[src/rtl/msg_schedule_if.sv]
// AXI-Stream style word channel used on both sides of msg_schedule.
interface msg_schedule_if #(
    parameter int unsigned DATA_WIDTH = 64
);
    logic [DATA_WIDTH-1:0] tdata;
    logic                  tvalid;
    logic                  tready;
    logic                  tlast;

    modport master (output tdata, output tvalid, output tlast, input tready);
    modport slave  (input tdata, input tvalid, input tlast, output tready);
endinterface

[src/rtl/msg_schedule.sv]
// SHA-2 message schedule: 16 loaded words in, W_0..W_{N-1} out, one per HCU round.
// Define MSG_SCHEDULE_SHA512_EN to build the 64-bit (SHA-384/512) datapath.
module msg_schedule (
    input  logic           axi_aclk,
    input  logic           reset,
    input  logic [1:0]     sha_type,
    msg_schedule_if.slave  s_axis,
    msg_schedule_if.master m_axis
);
    localparam int unsigned DATA_WIDTH = 64;

    typedef enum logic {StLoad, StExpand} state_e;

    state_e                state_q, state_d;
    logic [6:0]            t_q, t_d;
    logic [DATA_WIDTH-1:0] win_q [16];
    logic [DATA_WIDTH-1:0] win_d [16];
    logic                  mode64_q, mode64_d;
    logic                  blk_last_q, blk_last_d;
    logic [DATA_WIDTH-1:0] out_data_q, out_data_d;
    logic                  out_valid_q, out_valid_d;
    logic                  out_last_q, out_last_d;

    logic                  ofree, in_ready, cur_mode;
    logic [6:0]            t_final;
    logic [DATA_WIDTH-1:0] in_word, w_new;
    logic [31:0]           w32;
    logic                  unused_in;

    function automatic logic [31:0] sig0_32(input logic [31:0] x);
        return {x[6:0], x[31:7]} ^ {x[17:0], x[31:18]} ^ (x >> 3);
    endfunction

    function automatic logic [31:0] sig1_32(input logic [31:0] x);
        return {x[16:0], x[31:17]} ^ {x[18:0], x[31:19]} ^ (x >> 10);
    endfunction

    assign w32 = sig1_32(win_q[14][63:32]) + win_q[9][63:32]
               + sig0_32(win_q[1][63:32]) + win_q[0][63:32];

`ifdef MSG_SCHEDULE_SHA512_EN
    logic [63:0] w64;

    function automatic logic [63:0] sig0_64(input logic [63:0] x);
        return {x[0], x[63:1]} ^ {x[7:0], x[63:8]} ^ (x >> 7);
    endfunction

    function automatic logic [63:0] sig1_64(input logic [63:0] x);
        return {x[18:0], x[63:19]} ^ {x[60:0], x[63:61]} ^ (x >> 6);
    endfunction

    assign w64      = sig1_64(win_q[14]) + win_q[9] + sig0_64(win_q[1]) + win_q[0];
    assign w_new    = mode64_q ? w64 : {w32, 32'h0};
    // The t=0 word is formatted with the mode being latched alongside it.
    assign cur_mode = (t_q == 7'd0) ? sha_type[1] : mode64_q;
`else
    assign w_new    = {w32, 32'h0};
    assign cur_mode = 1'b0;
`endif

    assign unused_in = ^{sha_type, s_axis.tdata[31:0]};

    assign t_final  = mode64_q ? 7'd79 : 7'd63;
    assign in_word  = cur_mode ? s_axis.tdata : {s_axis.tdata[63:32], 32'h0};
    assign ofree    = !out_valid_q || m_axis.tready;
    assign in_ready = (state_q == StLoad) && ofree && !reset;

    assign s_axis.tready = in_ready;
    assign m_axis.tdata  = out_data_q;
    assign m_axis.tvalid = out_valid_q;
    assign m_axis.tlast  = out_last_q;

    always_comb begin
        state_d     = state_q;
        t_d         = t_q;
        win_d       = win_q;
        mode64_d    = mode64_q;
        blk_last_d  = blk_last_q;
        out_data_d  = out_data_q;
        out_valid_d = out_valid_q && !m_axis.tready;
        out_last_d  = out_valid_d && out_last_q;
        unique case (state_q)
            StLoad: begin
                if (s_axis.tvalid && in_ready) begin
                    out_data_d  = in_word;
                    out_valid_d = 1'b1;
                    out_last_d  = 1'b0;
                    for (int i = 0; i < 15; i++) win_d[i] = win_q[i+1];
                    win_d[15] = in_word;
                    t_d       = t_q + 7'd1;
                    if (t_q == 7'd0) mode64_d = cur_mode;
                    if (t_q == 7'd15) begin
                        blk_last_d = s_axis.tlast;
                        state_d    = StExpand;
                    end
                end
            end
            StExpand: begin
                if (ofree) begin
                    out_data_d  = w_new;
                    out_valid_d = 1'b1;
                    out_last_d  = blk_last_q && (t_q == t_final);
                    for (int i = 0; i < 15; i++) win_d[i] = win_q[i+1];
                    win_d[15] = w_new;
                    if (t_q == t_final) begin
                        t_d     = 7'd0;
                        state_d = StLoad;
                    end else begin
                        t_d = t_q + 7'd1;
                    end
                end
            end
            default: ;
        endcase
    end

    always_ff @(posedge axi_aclk) begin
        if (reset) begin
            state_q     <= StLoad;
            t_q         <= 7'd0;
            mode64_q    <= 1'b0;
            blk_last_q  <= 1'b0;
            out_data_q  <= '0;
            out_valid_q <= 1'b0;
            out_last_q  <= 1'b0;
            for (int i = 0; i < 16; i++) win_q[i] <= '0;
        end else begin
            state_q     <= state_d;
            t_q         <= t_d;
            mode64_q    <= mode64_d;
            blk_last_q  <= blk_last_d;
            out_data_q  <= out_data_d;
            out_valid_q <= out_valid_d;
            out_last_q  <= out_last_d;
            win_q       <= win_d;
        end
    end
endmodule

[src/flat_wrapper.sv]
// flat-port wrapper written by rule: the top's interface ports become plain ports
module msg_schedule_flat 
  (axi_aclk, reset, sha_type, s_axis_tdata, s_axis_tvalid, s_axis_tlast, s_axis_tready, m_axis_tdata, m_axis_tvalid, m_axis_tlast, m_axis_tready);
  msg_schedule_if s_axis_i ();
  msg_schedule_if m_axis_i ();
  input  logic axi_aclk;
  input  logic reset;
  input  logic [1:0] sha_type;
  input wire logic [$bits(s_axis_i.tdata)-1:0] s_axis_tdata;
  input wire logic [$bits(s_axis_i.tvalid)-1:0] s_axis_tvalid;
  input wire logic [$bits(s_axis_i.tlast)-1:0] s_axis_tlast;
  output wire logic [$bits(s_axis_i.tready)-1:0] s_axis_tready;
  output wire logic [$bits(m_axis_i.tdata)-1:0] m_axis_tdata;
  output wire logic [$bits(m_axis_i.tvalid)-1:0] m_axis_tvalid;
  output wire logic [$bits(m_axis_i.tlast)-1:0] m_axis_tlast;
  input wire logic [$bits(m_axis_i.tready)-1:0] m_axis_tready;
  assign s_axis_i.tdata = s_axis_tdata;
  assign s_axis_i.tvalid = s_axis_tvalid;
  assign s_axis_i.tlast = s_axis_tlast;
  assign s_axis_tready = s_axis_i.tready;
  assign m_axis_tdata = m_axis_i.tdata;
  assign m_axis_tvalid = m_axis_i.tvalid;
  assign m_axis_tlast = m_axis_i.tlast;
  assign m_axis_i.tready = m_axis_tready;
  msg_schedule u_core (.axi_aclk(axi_aclk), .reset(reset), .sha_type(sha_type), .s_axis(s_axis_i), .m_axis(m_axis_i));
endmodule
[config.mk]
export PLATFORM = sky130hd
export DESIGN_NAME = msg_schedule_flat
export DESIGN_NICKNAME = d
export VERILOG_FILES = /design/src/rtl/msg_schedule_if.sv /design/src/rtl/msg_schedule.sv /design/src/flat_wrapper.sv
export SDC_FILE = /design/constraint.sdc
export NUM_CORES = 1
export LEC_CHECK = 0
export ABC_CLOCK_PERIOD_IN_PS = 5630
export CORE_ASPECT_RATIO = 0.8
export CORE_UTILIZATION = 48
export CTS_BUF_LIST = sky130_fd_sc_hd__clkbuf_16
export CTS_CLUSTER_SIZE = 8
export DETAILED_ROUTE_END_ITERATION = 6
export PLACE_DENSITY = 0.66
export SETUP_SLACK_MARGIN = 0.4
export SLEW_MARGIN = 40
export SYNTH_ARGS = -nofsm -noshare
export SYNTH_HDL_FRONTEND = slang
export SYNTH_SLANG_ARGS = --single-unit
[constraint.sdc]
create_clock -name axi_aclk -period 5.63 [get_ports axi_aclk]
set_input_delay 1.4075 -clock axi_aclk [delete_from_list [all_inputs] [get_ports axi_aclk]]
set_output_delay 1.4075 -clock axi_aclk [all_outputs]
set_load 0.01 [all_outputs]
## Word level (Yosys, flattened, before mapping)

Cells that the tools add are included.

- Bits of input ports: 71
- Word-level logic and storage cells: 68
- Output and inout port bits: 67
- Register bits: 1099

- Add/subtract/negate cells: 4
- Reduce and logical (&&, ||, !) cells: 12
- Bitwise gates (word level): 5
- Equal/unequal tests: 4
- Mux-type cells: 21

Operators by type and width:

| kind | number |
|---|---|
| $mux 1024 | 2 |
| $pmux 1024 s2 | 1 |
| $mux 64 | 2 |
| $pmux 64 s2 | 1 |
| $add 32x32->32 | 3 |
| $xor 32x32->32 | 2 |
| $xor 32x22->32 | 1 |
| $xor 32x29->32 | 1 |
| $mux 7 | 3 |
| $pmux 7 s2 | 1 |
| $mux 1 | 8 |
| $add 7x1->7 const B | 1 |
| $eq 7x4->1 const B | 1 |
| $eq 7x6->1 const B | 1 |
| $logic_and 1x1->1 | 6 |
| $pmux 1 s2 | 3 |
| $ne 2x2->1 const B | 2 |
| $logic_not 1->1 | 3 |
| $reduce_and 3->1 | 1 |
| $reduce_and 2->1 | 1 |
| $logic_or 1x1->1 | 1 |
| $not 1->1 | 1 |

## Depth between registers and ports, before layout

- Word-level depth: 7
- Mapped depth: 18
- Depth with buffers taken out: 17

## Worst setup path after synthesis

No wires, ideal clock.

- Path type: reg2reg
- From: register u_core.win_q[114] (netlist bit)
- To: register u_core.win_q[63] (netlist bit)
- Arrival time: 3.819 ns
- Data required time: 5.490 ns
- Cell stages (with the launch flop): 19
- Library setup time: 0.140 ns
- Path buffers: 1
- Slack: 1.670 ns
- Clock period less this slack: 3.960 ns
- Cell sequence: dfxtp_1 -> clkbuf_1 -> xnor2_1 -> xnor2_1 -> fa_1 -> inv_1 -> fa_1 -> inv_1 -> ha_1 -> inv_1 -> fa_1 -> and2b_1 -> o2111ai_2 -> a211oi_2 -> nand4_1 -> a31o_2 -> o31ai_4 -> xnor2_1 -> a211oi_2

- Word-level cells in the longest chain between the ends: 7

Ends and longest elaborated chain:

| item | RTL line | RTL |
|---|---|---|
| start: declaration | msg_schedule.sv:16 | `logic [DATA_WIDTH-1:0] win_q [16];` |
| start signal: assignment | msg_schedule.sv:135 | `win_q <= win_d;` |
| $xor 32x32->32 | msg_schedule.sv:35 | `return {x[16:0], x[31:17]} ^ {x[18:0], x[31:19]} ^ (x >> 10);` |
| $xor 32x22->32 * | msg_schedule.sv:35 |  |
| $add 32x32->32 * | msg_schedule.sv:38 | `assign w32 = sig1_32(win_q[14][63:32]) + win_q[9][63:32]` |
| $add 32x32->32 * (2 in a row) | msg_schedule.sv:39 | `+ sig0_32(win_q[1][63:32]) + win_q[0][63:32];` |
| $mux 1024 * | msg_schedule.sv:99 | `if (ofree) begin` |
| $pmux 1024 s2 * | msg_schedule.sv:82 | `unique case (state_q)` |

Mark *: on every way between the ends. The rest lies on a longest branch, timed or not. The select of a mux whose other input is x is not followed.
A chain may end at the register's enable or synchronous reset.

## Final worst setup path

- From: register u_core.win_q[123] (netlist bit)
- To: register u_core.win_q[62] (netlist bit)

Same word-level chain as after synthesis.

==> metrics.md <==
| Metric | Value |
|---|---|
| Status | finished with violations |
| Violated checks | DRC |
| Slew margin rel. | 45.1% |
| Cell Count, Final, Fillers Out | 3482 |
| CTS H-Tree Depth | 3 |
| Pre-Repair DR Iteration Count | 7 |
| CTS tree | yes |
| Die Wd | ~250 um |
| Initial core utilization | between 40 and 50% |
| Clock Tree Buf Depth | 3 |
| Vias post-DR | between 15000 and 20000 |
| Worst-margin pin slew | about 0.82 ns |
| Vias in the first global route | about 17000 |
| Critical path startpoint | u_core.win_q[123] |
| Largest net degree at the start of global routing | approximately 210 |
| Synth Register Bits | between 500 and 600 |
| Register area | 10500 sq um |
| Synthesized area | 23100 sq um |
| Vertical die dimension | about 200 um |
| Io pins | 138 |
| Area grow syn2layout | 11.8% |
| Class of the worst hold path | reg2reg |
| Worst r2r src | u_core.win_q[123] |
| Max incr delay on CP | 0.62 ns |
| Post-CTS Repair Setup Buffers | 0 |
| Yosys warning count | 0 |
| Final count of hold timing violations | 0 |
| Vias per cell | between 5 and 6 |
| Initial antenna violation count | 0 |
| Final setup TNS | 0 ns |
| Slew Limit Fails | 0 |
| Min Tclk post-route | 4.47 ns |
| Share of cells above drive strength 1 | 4.65% |
| Gr usage total | 23.5% |
| Post-synthesis cell type count | 58 |
| Crit path max-delay family | compound AO/OA/AOI/OAI gates |
| Synth top area share | between 40% and 50% |
| Final Instance Area | approximately 26000 sq um |
| CTS Sinks | between 500 and 600 |
| WL per Instance | 16.4 um |
| Routed Antenna Nets | 0 |
| Worst Path Required | about 6.1 ns |
| Final WL | roughly 57000 um |
| Post-synthesis sequential area ratio | between 40% and 50% |
| Worst setup path class | reg2reg |
| RSZ-0062 raised after global routing | false |
| Num CTS Buffers | 75 |
| Multi-input logic area | approximately 11000 sq um |
| Worst-skew pair later-pin latency | approximately 0.6 ns |
| Cts hold-fix bufs | 0 |
| DRT iter0 DRCs | 1530 |
| Diode count | 0 |
| Max VDD drop | 0.203 mV |
| Total Power | slightly above 0.008 W |
| Number of synthesized flops with an enable pin | 0 |
| Top_reg_cell synth | dfxtp_1 |
| Clock slew at reported path FFs | 0.05 ns |
| GRT overflow | 0 |
| Max Freq | around 220 MHz |
| Core ar. | approximately 47000 sq um |
| First-pass GRT wire length | 90500 um |
| Synth Instances | 2944 |
| DRC viols | 5 |
| Commonest non-fill, non-tap cells in the layout | nand2_1, dfxtp_1, a21oi_1 |
| Leakage | 8.99 nW |
| Min-delay src | u_core.win_q[494] |
| Crit path cell chain | xnor2_1, xnor2_1, fa_1, inv_1, fa_1, inv_1, ha_1, a21oi_2, nand2_1, a221o_1, o211ai_2, a31o_1, o21ai_1, xnor2_1, a221oi_2 |
| Mean Syn Cell Area | between 7 and 8 sq um |
| Detailed Place HPWL | 39000 um |
| Gpl congestion | around 0.89 |
| Top cells by area, synth | dfxtp_1, nand2_1, a21oi_1 |
| DP Area | 23800 sq um |
| Crit. End Element | flop |
| Max FO, Critical Path | 5 |
| Max-Cap Viols | 0 |
| Nets | between 3000 and 4000 |
| Root Buffer | clkbuf_16 |
| Site row count | just over 70 |
| Die ar. | ~50000 sq um |
| Setup-failing EPs final | 0 |
| # port buffers | 71 |
| Crit path arrival time | roughly 4.9 ns |
| CTS resizes | 0 |
| Biggest area consumer among synthesized cells | dfxtp_1 |
| Final period utilization | 79.3% |
| CP bufs+invs | 2 |
| Cell mode on critical path | xnor2_1 |
| Setup WS post-layout | about 1.2 ns |
| Fillers | between 4000 and 5000 |
| Place WS | ~1.2 ns |
| Placed Cells | 3396 |
| Asr flop ratio synth | 0% |
| Startpoint Class | flop |
| Critical path's slowest cell | dfxtp_1 |
| Max Clock Skew | about 0.019 ns |
| Commonest non-fill, non-tap cell in the layout | nand2_1 |
| P per Cell Area | approximately 320 nW/um^2 |
[where the power goes]
part	switching [W]	internal, W	leakage (nW)	total [W]
combinational	0.000284	0.000128	3.77	0.000412
clock	0.00157	0.00244	1.01	0.00401
sequential	0.0000262	0.00373	4.22	0.00376
[through the flow]
| step | hold WS [ns] | utilization, % |
|---|---|---|
| after floorplan | 0.432 | - |
| after global placement | 0.435 | 50.3 |
| after detailed placement | 0.441 | 50.3 |
| after CTS | 0.442 | 54.7 |
| after global routing | 0.457 | 54.8 |
| final | 0.444 | 54.8 |
[worst register-to-register path, stage by stage (launching register included)]
cell	delay, ns
dfxtp_1	0.62
xnor2_1	0.16
xnor2_1	0.17
fa_1	0.55
inv_1	0.05
fa_1	0.53
inv_1	0.04
ha_1	0.36
a21oi_2	0.23
nand2_1	0.09
a221o_1	0.38
o211ai_2	0.39
a31o_1	0.27
o21ai_1	0.09
xnor2_1	0.29
a221oi_2	0.10
[sequential cells by signal, indices dropped and copies added (netlist names), named ones only]
register / flops
u_core.t_q: 7
u_core.state_q: 1
u_core.m_axis.tvalid: 1
u_core.blk_last_q: 1
u_core.win_q: 512
[area by class of cell]
cell class                      count  area share [%]
Clock inverter                      8           0.561
Timing Repair Buffer              103            4.40
Multi-Input combinational cell   2009            42.1
Tap cell                          620            3.00
Inverter                          143            2.07
Sequential cell                   523            40.5
Clock buffer                       76            7.35
[synth_stat cells (all sizes together), types with 3 or more instances]
library cell,instances
o21bai,3
nor2b,4
nand2b,4
o21ai,29
o21a,8
a31oi,7
a21o,9
nand3,8
o211ai,4
buf,69
inv,143
nor3b,5
fa,62
o31ai,3
a221oi,13
nor3,7
nor2,47
clkbuf,231
and3,5
ha,32
a211oi,20
mux2i,14
or3,3
xnor2,123
nand2,996
dfxtp,523
nand4,8
a21oi,514
xor2,29
[cells by family (layout without fill, tap and decap cells)]
kind of cell,count (synthesis),count (layout),synth area share (%)
compound gates,625,625,14.8
xor+xnor,152,152,5.75
fa+ha+maj,94,94,7.09
buf+inv,443,330,8.24
flops,523,523,45.2
mux,14,14,0.605
other cells,1,32,0.0162
simple gates,1092,1092,18.2
[routing by layer]
metal,share of wire (%),vias to the layer above,track usage (%)
li1,-,9061,-
met1,48,8723,33.1
met2,45,340,36.2
met3,4.7,87,4.49
met4,2.2,0,7.23
met5,0,-,0
[worst paths after layout]
check,to,slack (ns),depth (start not counted)
max reg2reg,u_core.win_q[62],1.16,15
max,u_core.win_q[62],1.16,15
min reg2reg,u_core.win_q[558],0.44,2
min,u_core.win_q[558],0.44,2
No activity file was read; power rests on OpenSTA's default activity.
